$ cat src/rtl/vga_timing_pkg.sv
// Shared types, resolution presets and decode helpers for the VGA raster timing generator.
package vga_timing_pkg;

    typedef enum logic [1:0] {
        PH_ACTIVE = 2'd0,
        PH_FRONT  = 2'd1,
        PH_SYNC   = 2'd2,
        PH_BACK   = 2'd3
    } phase_t;

    // VESA 1280x800@60
    localparam int unsigned P1280X800_H_ACTIVE = 1280;
    localparam int unsigned P1280X800_H_FP     = 72;
    localparam int unsigned P1280X800_H_SYNC   = 128;
    localparam int unsigned P1280X800_H_BP     = 200;
    localparam int unsigned P1280X800_V_ACTIVE = 800;
    localparam int unsigned P1280X800_V_FP     = 3;
    localparam int unsigned P1280X800_V_SYNC   = 6;
    localparam int unsigned P1280X800_V_BP     = 22;
    localparam bit          P1280X800_H_POL    = 1'b0;
    localparam bit          P1280X800_V_POL    = 1'b1;

    // Industry-standard 640x480@60
    localparam int unsigned P640X480_H_ACTIVE = 640;
    localparam int unsigned P640X480_H_FP     = 16;
    localparam int unsigned P640X480_H_SYNC   = 96;
    localparam int unsigned P640X480_H_BP     = 48;
    localparam int unsigned P640X480_V_ACTIVE = 480;
    localparam int unsigned P640X480_V_FP     = 10;
    localparam int unsigned P640X480_V_SYNC   = 2;
    localparam int unsigned P640X480_V_BP     = 33;
    localparam bit          P640X480_H_POL    = 1'b0;
    localparam bit          P640X480_V_POL    = 1'b0;

    // Sync pin level for a given phase and active polarity.
    function automatic logic sync_level(input phase_t ph, input logic pol);
        return (ph == PH_SYNC) ? pol : ~pol;
    endfunction

endpackage

$ cat src/rtl/vga_axis_counter.sv
// One raster axis: position counter plus ACTIVE/FRONT/SYNC/BACK phase FSM.
// Exposes the next phase so the parent can register decodes on the same edge as pos.
module vga_axis_counter
    import vga_timing_pkg::*;
#(
    parameter int unsigned ACTIVE = 8,
    parameter int unsigned FP     = 2,
    parameter int unsigned SYNC   = 3,
    parameter int unsigned BP     = 2,
    localparam int unsigned TOTAL = ACTIVE + FP + SYNC + BP,
    localparam int unsigned PW    = $clog2(TOTAL)
) (
    input  logic          clk,
    input  logic          reset,
    input  logic          advance,
    output logic [PW-1:0] pos,
    output phase_t        phase,
    output logic          wrap,
    output phase_t        phase_nxt_c
);

    localparam int unsigned ACTIVE_END = ACTIVE - 1;
    localparam int unsigned FRONT_END  = ACTIVE + FP - 1;
    localparam int unsigned SYNC_END   = ACTIVE + FP + SYNC - 1;
    localparam int unsigned LAST       = TOTAL - 1;

    if (ACTIVE == 0 || SYNC == 0) begin : g_bad_geometry
        $error("vga_axis_counter: ACTIVE and SYNC must both be at least 1");
    end

    logic [PW-1:0] pos_nxt_c;

    // Next position and phase; a zero-length porch is skipped on the way through.
    always_comb begin
        pos_nxt_c   = pos;
        phase_nxt_c = phase;
        if (advance) begin
            pos_nxt_c = (pos == PW'(LAST)) ? '0 : pos + PW'(1);
            case (phase)
                PH_ACTIVE: if (pos == PW'(ACTIVE_END)) phase_nxt_c = (FP != 0) ? PH_FRONT : PH_SYNC;
                PH_FRONT:  if (pos == PW'(FRONT_END))  phase_nxt_c = PH_SYNC;
                PH_SYNC:   if (pos == PW'(SYNC_END))   phase_nxt_c = (BP != 0) ? PH_BACK : PH_ACTIVE;
                PH_BACK:   if (pos == PW'(LAST))       phase_nxt_c = PH_ACTIVE;
                default:                               phase_nxt_c = PH_BACK;
            endcase
        end
    end

    // Reset parks the axis on its last count so the first advance lands on 0.
    always_ff @(posedge clk or negedge reset) begin
        if (!reset) begin
            pos   <= PW'(LAST);
            phase <= PH_BACK;
            wrap  <= 1'b1;
        end else begin
            pos   <= pos_nxt_c;
            phase <= phase_nxt_c;
            wrap  <= (pos_nxt_c == PW'(LAST));
        end
    end

endmodule

$ cat src/rtl/vga_timing_gen.sv
// Parametrised VGA raster timing generator (syncs, active flag, coordinates, strobes).
// Define VGA_TIMING_FRAMECNT_EN to add a 16-bit completed-frame counter output.
module vga_timing_gen
    import vga_timing_pkg::*;
#(
    parameter int unsigned H_ACTIVE   = P1280X800_H_ACTIVE,
    parameter int unsigned H_FP       = P1280X800_H_FP,
    parameter int unsigned H_SYNC     = P1280X800_H_SYNC,
    parameter int unsigned H_BP       = P1280X800_H_BP,
    parameter int unsigned V_ACTIVE   = P1280X800_V_ACTIVE,
    parameter int unsigned V_FP       = P1280X800_V_FP,
    parameter int unsigned V_SYNC     = P1280X800_V_SYNC,
    parameter int unsigned V_BP       = P1280X800_V_BP,
    parameter bit          H_SYNC_POL = P1280X800_H_POL,
    parameter bit          V_SYNC_POL = P1280X800_V_POL,
    localparam int unsigned H_TOTAL   = H_ACTIVE + H_FP + H_SYNC + H_BP,
    localparam int unsigned V_TOTAL   = V_ACTIVE + V_FP + V_SYNC + V_BP,
    localparam int unsigned HW        = $clog2(H_TOTAL),
    localparam int unsigned VW        = $clog2(V_TOTAL)
) (
    input  logic          vgaclk,
    input  logic          reset,
    input  logic          enable,
    output logic          hsync,
    output logic          vsync,
    output logic          active,
    output logic [HW-1:0] x,
    output logic [VW-1:0] y,
    output logic          line_start,
    output logic          frame_start
`ifdef VGA_TIMING_FRAMECNT_EN
    ,
    output logic [15:0]   frame_count
`endif
);

    logic   h_wrap;
    logic   v_wrap;
    logic   v_advance_c;
    phase_t h_phase;
    phase_t v_phase;
    phase_t h_phase_nxt_c;
    phase_t v_phase_nxt_c;

    // The line counter only steps as the pixel counter rolls over.
    assign v_advance_c = enable & h_wrap;

    vga_axis_counter #(
        .ACTIVE (H_ACTIVE),
        .FP     (H_FP),
        .SYNC   (H_SYNC),
        .BP     (H_BP)
    ) u_h_axis (
        .clk         (vgaclk),
        .reset       (reset),
        .advance     (enable),
        .pos         (x),
        .phase       (h_phase),
        .wrap        (h_wrap),
        .phase_nxt_c (h_phase_nxt_c)
    );

    vga_axis_counter #(
        .ACTIVE (V_ACTIVE),
        .FP     (V_FP),
        .SYNC   (V_SYNC),
        .BP     (V_BP)
    ) u_v_axis (
        .clk         (vgaclk),
        .reset       (reset),
        .advance     (v_advance_c),
        .pos         (y),
        .phase       (v_phase),
        .wrap        (v_wrap),
        .phase_nxt_c (v_phase_nxt_c)
    );

    // Decodes are taken from next state so they change on the same edge as x/y.
    always_ff @(posedge vgaclk or negedge reset) begin
        if (!reset) begin
            hsync       <= ~H_SYNC_POL;
            vsync       <= ~V_SYNC_POL;
            active      <= 1'b0;
            line_start  <= 1'b0;
            frame_start <= 1'b0;
        end else if (enable) begin
            hsync       <= sync_level(h_phase_nxt_c, H_SYNC_POL);
            vsync       <= sync_level(v_phase_nxt_c, V_SYNC_POL);
            active      <= (h_phase_nxt_c == PH_ACTIVE) && (v_phase_nxt_c == PH_ACTIVE);
            line_start  <= h_wrap;
            frame_start <= h_wrap & v_wrap;
        end
    end

`ifdef VGA_TIMING_FRAMECNT_EN
    logic first_seen;

    // The frame that starts right after reset is not yet complete, so it is not counted.
    always_ff @(posedge vgaclk or negedge reset) begin
        if (!reset) begin
            first_seen  <= 1'b0;
            frame_count <= '0;
        end else if (enable && h_wrap && v_wrap) begin
            first_seen <= 1'b1;
            if (first_seen) frame_count <= frame_count + 16'd1;
        end
    end
`endif

endmodule

$ cat config.mk
export PLATFORM = sky130hd
export DESIGN_NAME = vga_timing_gen
export DESIGN_NICKNAME = d
export VERILOG_FILES = /design/src/rtl/vga_timing_pkg.sv /design/src/rtl/vga_axis_counter.sv /design/src/rtl/vga_timing_gen.sv
export SDC_FILE = /design/constraint.sdc
export NUM_CORES = 1
export LEC_CHECK = 0
export CAP_MARGIN = 20
export CORE_ASPECT_RATIO = 1.5
export CORE_MARGIN = 2
export CORE_UTILIZATION = 49
export DETAILED_ROUTE_END_ITERATION = 8
export PLACE_DENSITY = 0.76
export SLEW_MARGIN = 20
export SYNTH_ARGS = -nofsm -noshare
export SYNTH_HDL_FRONTEND = slang
export SYNTH_SLANG_ARGS = --single-unit
export TNS_END_PERCENT = 30
$ cat constraint.sdc
create_clock -name vgaclk -period 2.19 [get_ports vgaclk]
set_input_delay 0.219 -clock vgaclk [delete_from_list [all_inputs] [get_ports vgaclk]]
set_output_delay 0.219 -clock vgaclk [all_outputs]
set_load 0.01 [all_outputs]
Word level (Yosys, flattened, before mapping)

Index checks and enable logic that the tools add are counted.

Bits of input ports: 3
Output and inout bits: 26
Logic and storage cells: 56
Bits in registers: 32

Add/subtract/negate cells: 2
Bitwise operators: 2
Reductions and logical operators: 5
Multiplexer cells: 18
Eq/ne operators: 18

Operator list:

| operator              | number |
|---|---|
| $eq 11x11->1 const B  | 5 |
| $eq 10x10->1 const B  | 5 |
| $mux 11               | 2 |
| $mux 10               | 2 |
| $mux 2                | 10 |
| $pmux 2 s4            | 2 |
| $eq 2x2->1 const B    | 6 |
| $add 11x1->11 const B | 1 |
| $add 10x1->10 const B | 1 |
| $logic_not 2->1       | 4 |
| $eq 2x1->1 const B    | 2 |
| $and 1x1->1           | 2 |
| $mux 1                | 2 |
| $logic_and 1x1->1     | 1 |

Depth between registers and ports, before layout

Depth in word-level cells: 6
Depth in mapped cells: 7
Depth with buffers taken out: 7

Cells and area by module

Synthesis repeated with hierarchy kept, for this count alone.

Cells, all modules: 201
Area total of the unflattened synthesis: 1993.2 um^2

Modules (own cells, without submodules):

| module                       | area each (um^2) | instances | sequential area each (um^2) | cells an instance |
|---|---|---|---|---|
| vga_axis_counter at u_h_axis | 889.6            | 1         | 362.8                       | 89 |
| vga_axis_counter at u_v_axis | 873.3            | 1         | 337.8                       | 93 |
| vga_timing_gen               | 230.2            | 1         | 126.4                       | 19 |

Worst setup path after synthesis

No wires, ideal clock.

Path kind: reg2reg
Start point: register u_h_axis.pos[0]
End point: register active
Cell stages (with the launch flop): 8
Path buffers: 1
Library setup time: 0.095 ns
Arrival: 2.047 ns
Clock period less this slack: 2.143 ns
Data required time: 2.095 ns
Slack: 0.047 ns
Path through: dfstp_2 -> ha_1 -> clkbuf_1 -> and4_1 -> nand4_1 -> a21o_1 -> a2111o_1 -> o32ai_2

Cells in the longest elaborated chain, start to end: 6
Elaborated cells between the ends (all ways): 12
Classes of those cells: eq/ne (4); mux (6); reduce/logical (2)

Ends and longest elaborated chain:

| element                                | RTL line               | text |
|---|---|---|
| start, declared                        | vga_axis_counter.sv:16 | `output logic [PW-1:0] pos,` |
| start signal, assigned                 | vga_axis_counter.sv:52 | `pos <= PW'(LAST);` |
| start signal, assigned                 | vga_axis_counter.sv:56 | `pos <= pos_nxt_c;` |
| $eq 11x11->1, on equally long branches | --                     |  |
| $mux 2, on equally long branches       | --                     |  |
| $pmux 2 s4 (*)                         | vga_axis_counter.sv:39 | `case (phase)` |
| $mux 2 (*)                             | vga_axis_counter.sv:37 | `if (advance) begin` |
| named net h_phase_nxt_c[1]             | vga_timing_gen.sv:42   | `phase_t h_phase_nxt_c;` |
| $logic_not 2->1 (*)                    | vga_timing_gen.sv:89   | `active <= (h_phase_nxt_c == PH_ACTIVE) && (v_phase_nxt_c == PH_ACTIVE);` |
| $logic_and 1x1->1 (*)                  | vga_timing_gen.sv:89   |  |
| end signal, assigned                   | vga_timing_gen.sv:89   |  |
| end, declared                          | vga_timing_gen.sv:26   | `output logic active,` |

The timed path passes the listed nets; every way through them passes the cells marked *.
A chain may end at the register's enable or synchronous reset.

Final worst setup path

Start point: register u_v_axis.pos[1]
End point: register u_v_axis.wrap

Cells in the longest elaborated chain, start to end: 4
Elaborated cells between the ends (all ways): 5
Classes of those cells: add/sub (1); eq/ne (2); mux (2)

Ends and longest elaborated chain:

| element                                              | RTL line               | text |
|---|---|---|
| start, declared                                      | vga_axis_counter.sv:16 |  |
| start signal, assigned                               | vga_axis_counter.sv:52 |  |
| start signal, assigned                               | vga_axis_counter.sv:56 |  |
| $add 10x1->10 / $eq 10x10->1 (equally long branches) | vga_axis_counter.sv:38 | `pos_nxt_c = (pos == PW'(LAST)) ? '0 : pos + PW'(1);` |
| $mux 10                                              | vga_axis_counter.sv:38 |  |
| $mux 10 (*)                                          | vga_axis_counter.sv:37 |  |
| $eq 10x10->1 (*)                                     | vga_axis_counter.sv:58 | `wrap <= (pos_nxt_c == PW'(LAST));` |
| end signal, assigned                                 | vga_axis_counter.sv:58 |  |
| end, declared                                        | vga_axis_counter.sv:18 | `output logic wrap,` |

Every way passes the cells marked *; elsewhere a longest branch is shown, timed or not.

==> impl_metrics.ini <==
[run_status]
status = finished, final reports clean

[finish]
final_cell_mix = clkdlybuf4s50_1, buf_4, dfstp_2
area_growth_syn_to_layout_pct = 27.3
final_nets = 255
final_common_cell = clkdlybuf4s50_1
fill_cells = 338
fin_util = 0.646
drive_gt1_frac = 0.269
ff_latch_area_sq_um = 827
antenna_cells = 0
multiInputGateArea_sq_um = 1090

[power]
finalPower_mw = 1.63
comb_power_share = 0.223
clockPowerShare = 0.288
power_density_nw_per_um2 = 644
peakVddDrop_v = 0.000605
power.switching_mw = 0.501
p_leak_nw = 0.977
switching_share = 0.307
p_int_mw = 1.13
seqPwrFrac = 0.488

[cts]
clock_path_buffers = 2
htree_levels = 2
path_clk_slew_ns = 0.07
hold_buffers = 0
clockRootBuffer = clkbuf_8
cts_buffers = 5
cts.sinks = 32
cts_tree = built
clock_latency_ns = 0.29

[min_path]
hold_path.class = input port to asynchronous set/reset pin

[worst_setup_path]
path_depth = 7
worstPathArrival_ns = 2.39
cp-end-kind = register
crit_end = u_v_axis.wrap
reg2reg_depth = 7
startpoint_type = register
crit_path_max_fanout = 5
crit_chain = inv_2, ha_1, nand3_1, or4_1, o311a_1, or3_1, and4b_1
startpoint = u_v_axis.pos[1]
crit-reg2reg-capture = u_v_axis.wrap
worstSetupPathType = register to register
cpPeakStageDelay_ns = 0.61
slowest_stage = dfstp_2
cpLargestDelayFamily = simple AND/OR/NAND/NOR gates
path_buf_inv = 1
r2r_slack_ns = 0.03
critical_path_required_ns = 2.41
r2r_start = u_v_axis.pos[1]

[synthesis]
syn_area_sq_um = 1990
syn_inst = 204
synth_top_area_share = 0.277
ys_seq_elements = 32
ys_warn_count = 0
synth.area.top_cells = dfstp_2, dfrtp_1, nand2_1
synth_edf_count = 0
yosysTopAreaCell = dfstp_2
synth_nets = 211
synth-seq-area-share = 0.415
synth_cell_types = 62
synthArstFlopShare = 1.00
avgSynthCellArea_sq_um = 9.76
synth_ff_type = dfstp_2

[floorplan]
die_w_microns = 56.0
die_area_sq_um = 4600
initial_core_util = 0.507
core_area_sq_um = 3920
die_h_microns = 82.1
io_pins = 29
std_cell_rows = 28

[global_route]
grt_util_all_layers = 0.241
grt_pass1_vias = 1736
grt_max_degree = 33
antenna_found_initial = 0
grt_first_pass_wirelength_microns = 8470
grt-ovfl-total = 0

[sta]
fin_crit_ns = 2.16
period_share = 0.988
rsz0062_at_grt = true
fmax_mhz = 462
slew_violations = 0
finalSetupViolations = 0
clock-skew-final_ns = 0.00654
finalHoldViolations = 0
slew_headroom = 0.732
tightest_slew_ns = 0.402
fin_tns_setup_ns = 0

[placed_design]
portBuffers = 28
hpwl_microns = 3580
gp_congestion = 0.956

[drt]
drtAntennaViolNets = 0
vias_per_cell = 6.06
finalWirelength_microns = 4930
remaining_drc_errors = 0
first_pass_iters = 4
routed-via-count = 1781
first_iter_violations = 54
post_drt_wl_per_cell_microns = 16.8

[run]
cap_violations = 0
## sequential cells by signal, indices dropped and copies added (netlist names), 2 cells and up
register / cells
u_h_axis.pos: 11
u_h_axis.phase: 2
u_v_axis.phase: 2
u_v_axis.pos: 10
## power by group through the flow
stage / combinational [mW] / clock (mW) / sequential (mW)
global placement: 0.359 / 0 / 0.802
global route: 0.400 / 0.509 / 0.815
CTS: 0.368 / 0.482 / 0.796
finish: 0.364 / 0.470 / 0.797
detailed placement: 0.365 / 0 / 0.805
floorplan: 0.222 / 0 / 0.755
## synthesized netlist by cell type, types with 3 or more instances
master    instances
nor4_1            4
mux2i_1           4
o21ai_0           4
nand2b_1          3
a21oi_1           5
buf_2             5
nand2_1          18
or2_2             4
dfrtp_1          11
dfstp_2          21
ha_1              4
xnor2_1           7
clkbuf_1          6
nor3_1            4
nor2_1           12
xor2_1            6
inv_1             7
or3_1             4
nand3_1           9
nand4_1          10
and3_1            4
## area by class of cell
type | count | share of cell area
Sequential cell | 32 | 0.326
Clock buffer | 8 | 0.0355
Multi-Input combinational cell | 151 | 0.428
Tap cell | 45 | 0.0222
Timing Repair Buffer | 50 | 0.176
Inverter | 8 | 0.0118
## logic make-up after synthesis
logic type | count (synthesis) | share of synthesized area
simple gates | 97 | 0.307
xor+xnor | 13 | 0.0572
fa+ha+maj | 4 | 0.0251
flops | 32 | 0.415
mux | 5 | 0.0258
buf+inv | 21 | 0.0446
compound gates | 32 | 0.125
## worst min-delay path by stage
stage | endpoint | slack, ns | cells past startpoint
2_1_floorplan | active | -0.08 | 0
3_3_place_gp | line_start | 0.47 | 1
3_5_place_dp | vsync | 0.48 | 2
4_1_cts | u_h_axis.pos[6] | 0.35 | 2
5_1_grt | u_h_axis.pos[6] | 0.38 | 2
6_report | u_h_axis.pos[6] | 0.34 | 2
## metal layers
metal	GRT usage	wire (microns)	vias up
met5	0	0	-
met3	0.0409	167	15
met1	0.267	1930	880
met4	0.148	208	0
met2	0.431	2620	50
li1	-	-	836
## stage by stage
step / hold WS [ns] / instance area, sq um / std cells / setup WS, ns
floorplan: -0.0766 / 1990 / 204 / 0.0475
global placement: 0.469 / 2430 / 286 / 0.0110
detailed placement: 0.480 / 2430 / 286 / -0.0145
CTS: 0.351 / 2520 / 294 / 0.00886
global route: 0.378 / 2530 / 294 / -0.0212
finish: 0.336 / 2530 / 294 / 0.0269
## what timing repair did
item | in CTS | in global routing
hold endpoints to repair | 0 | 0
setup buffers | 0 | 0
gates resized for setup | 0 | 3
setup endpoints to repair | 0 | 4
Power figures use the tool's default switching activity.
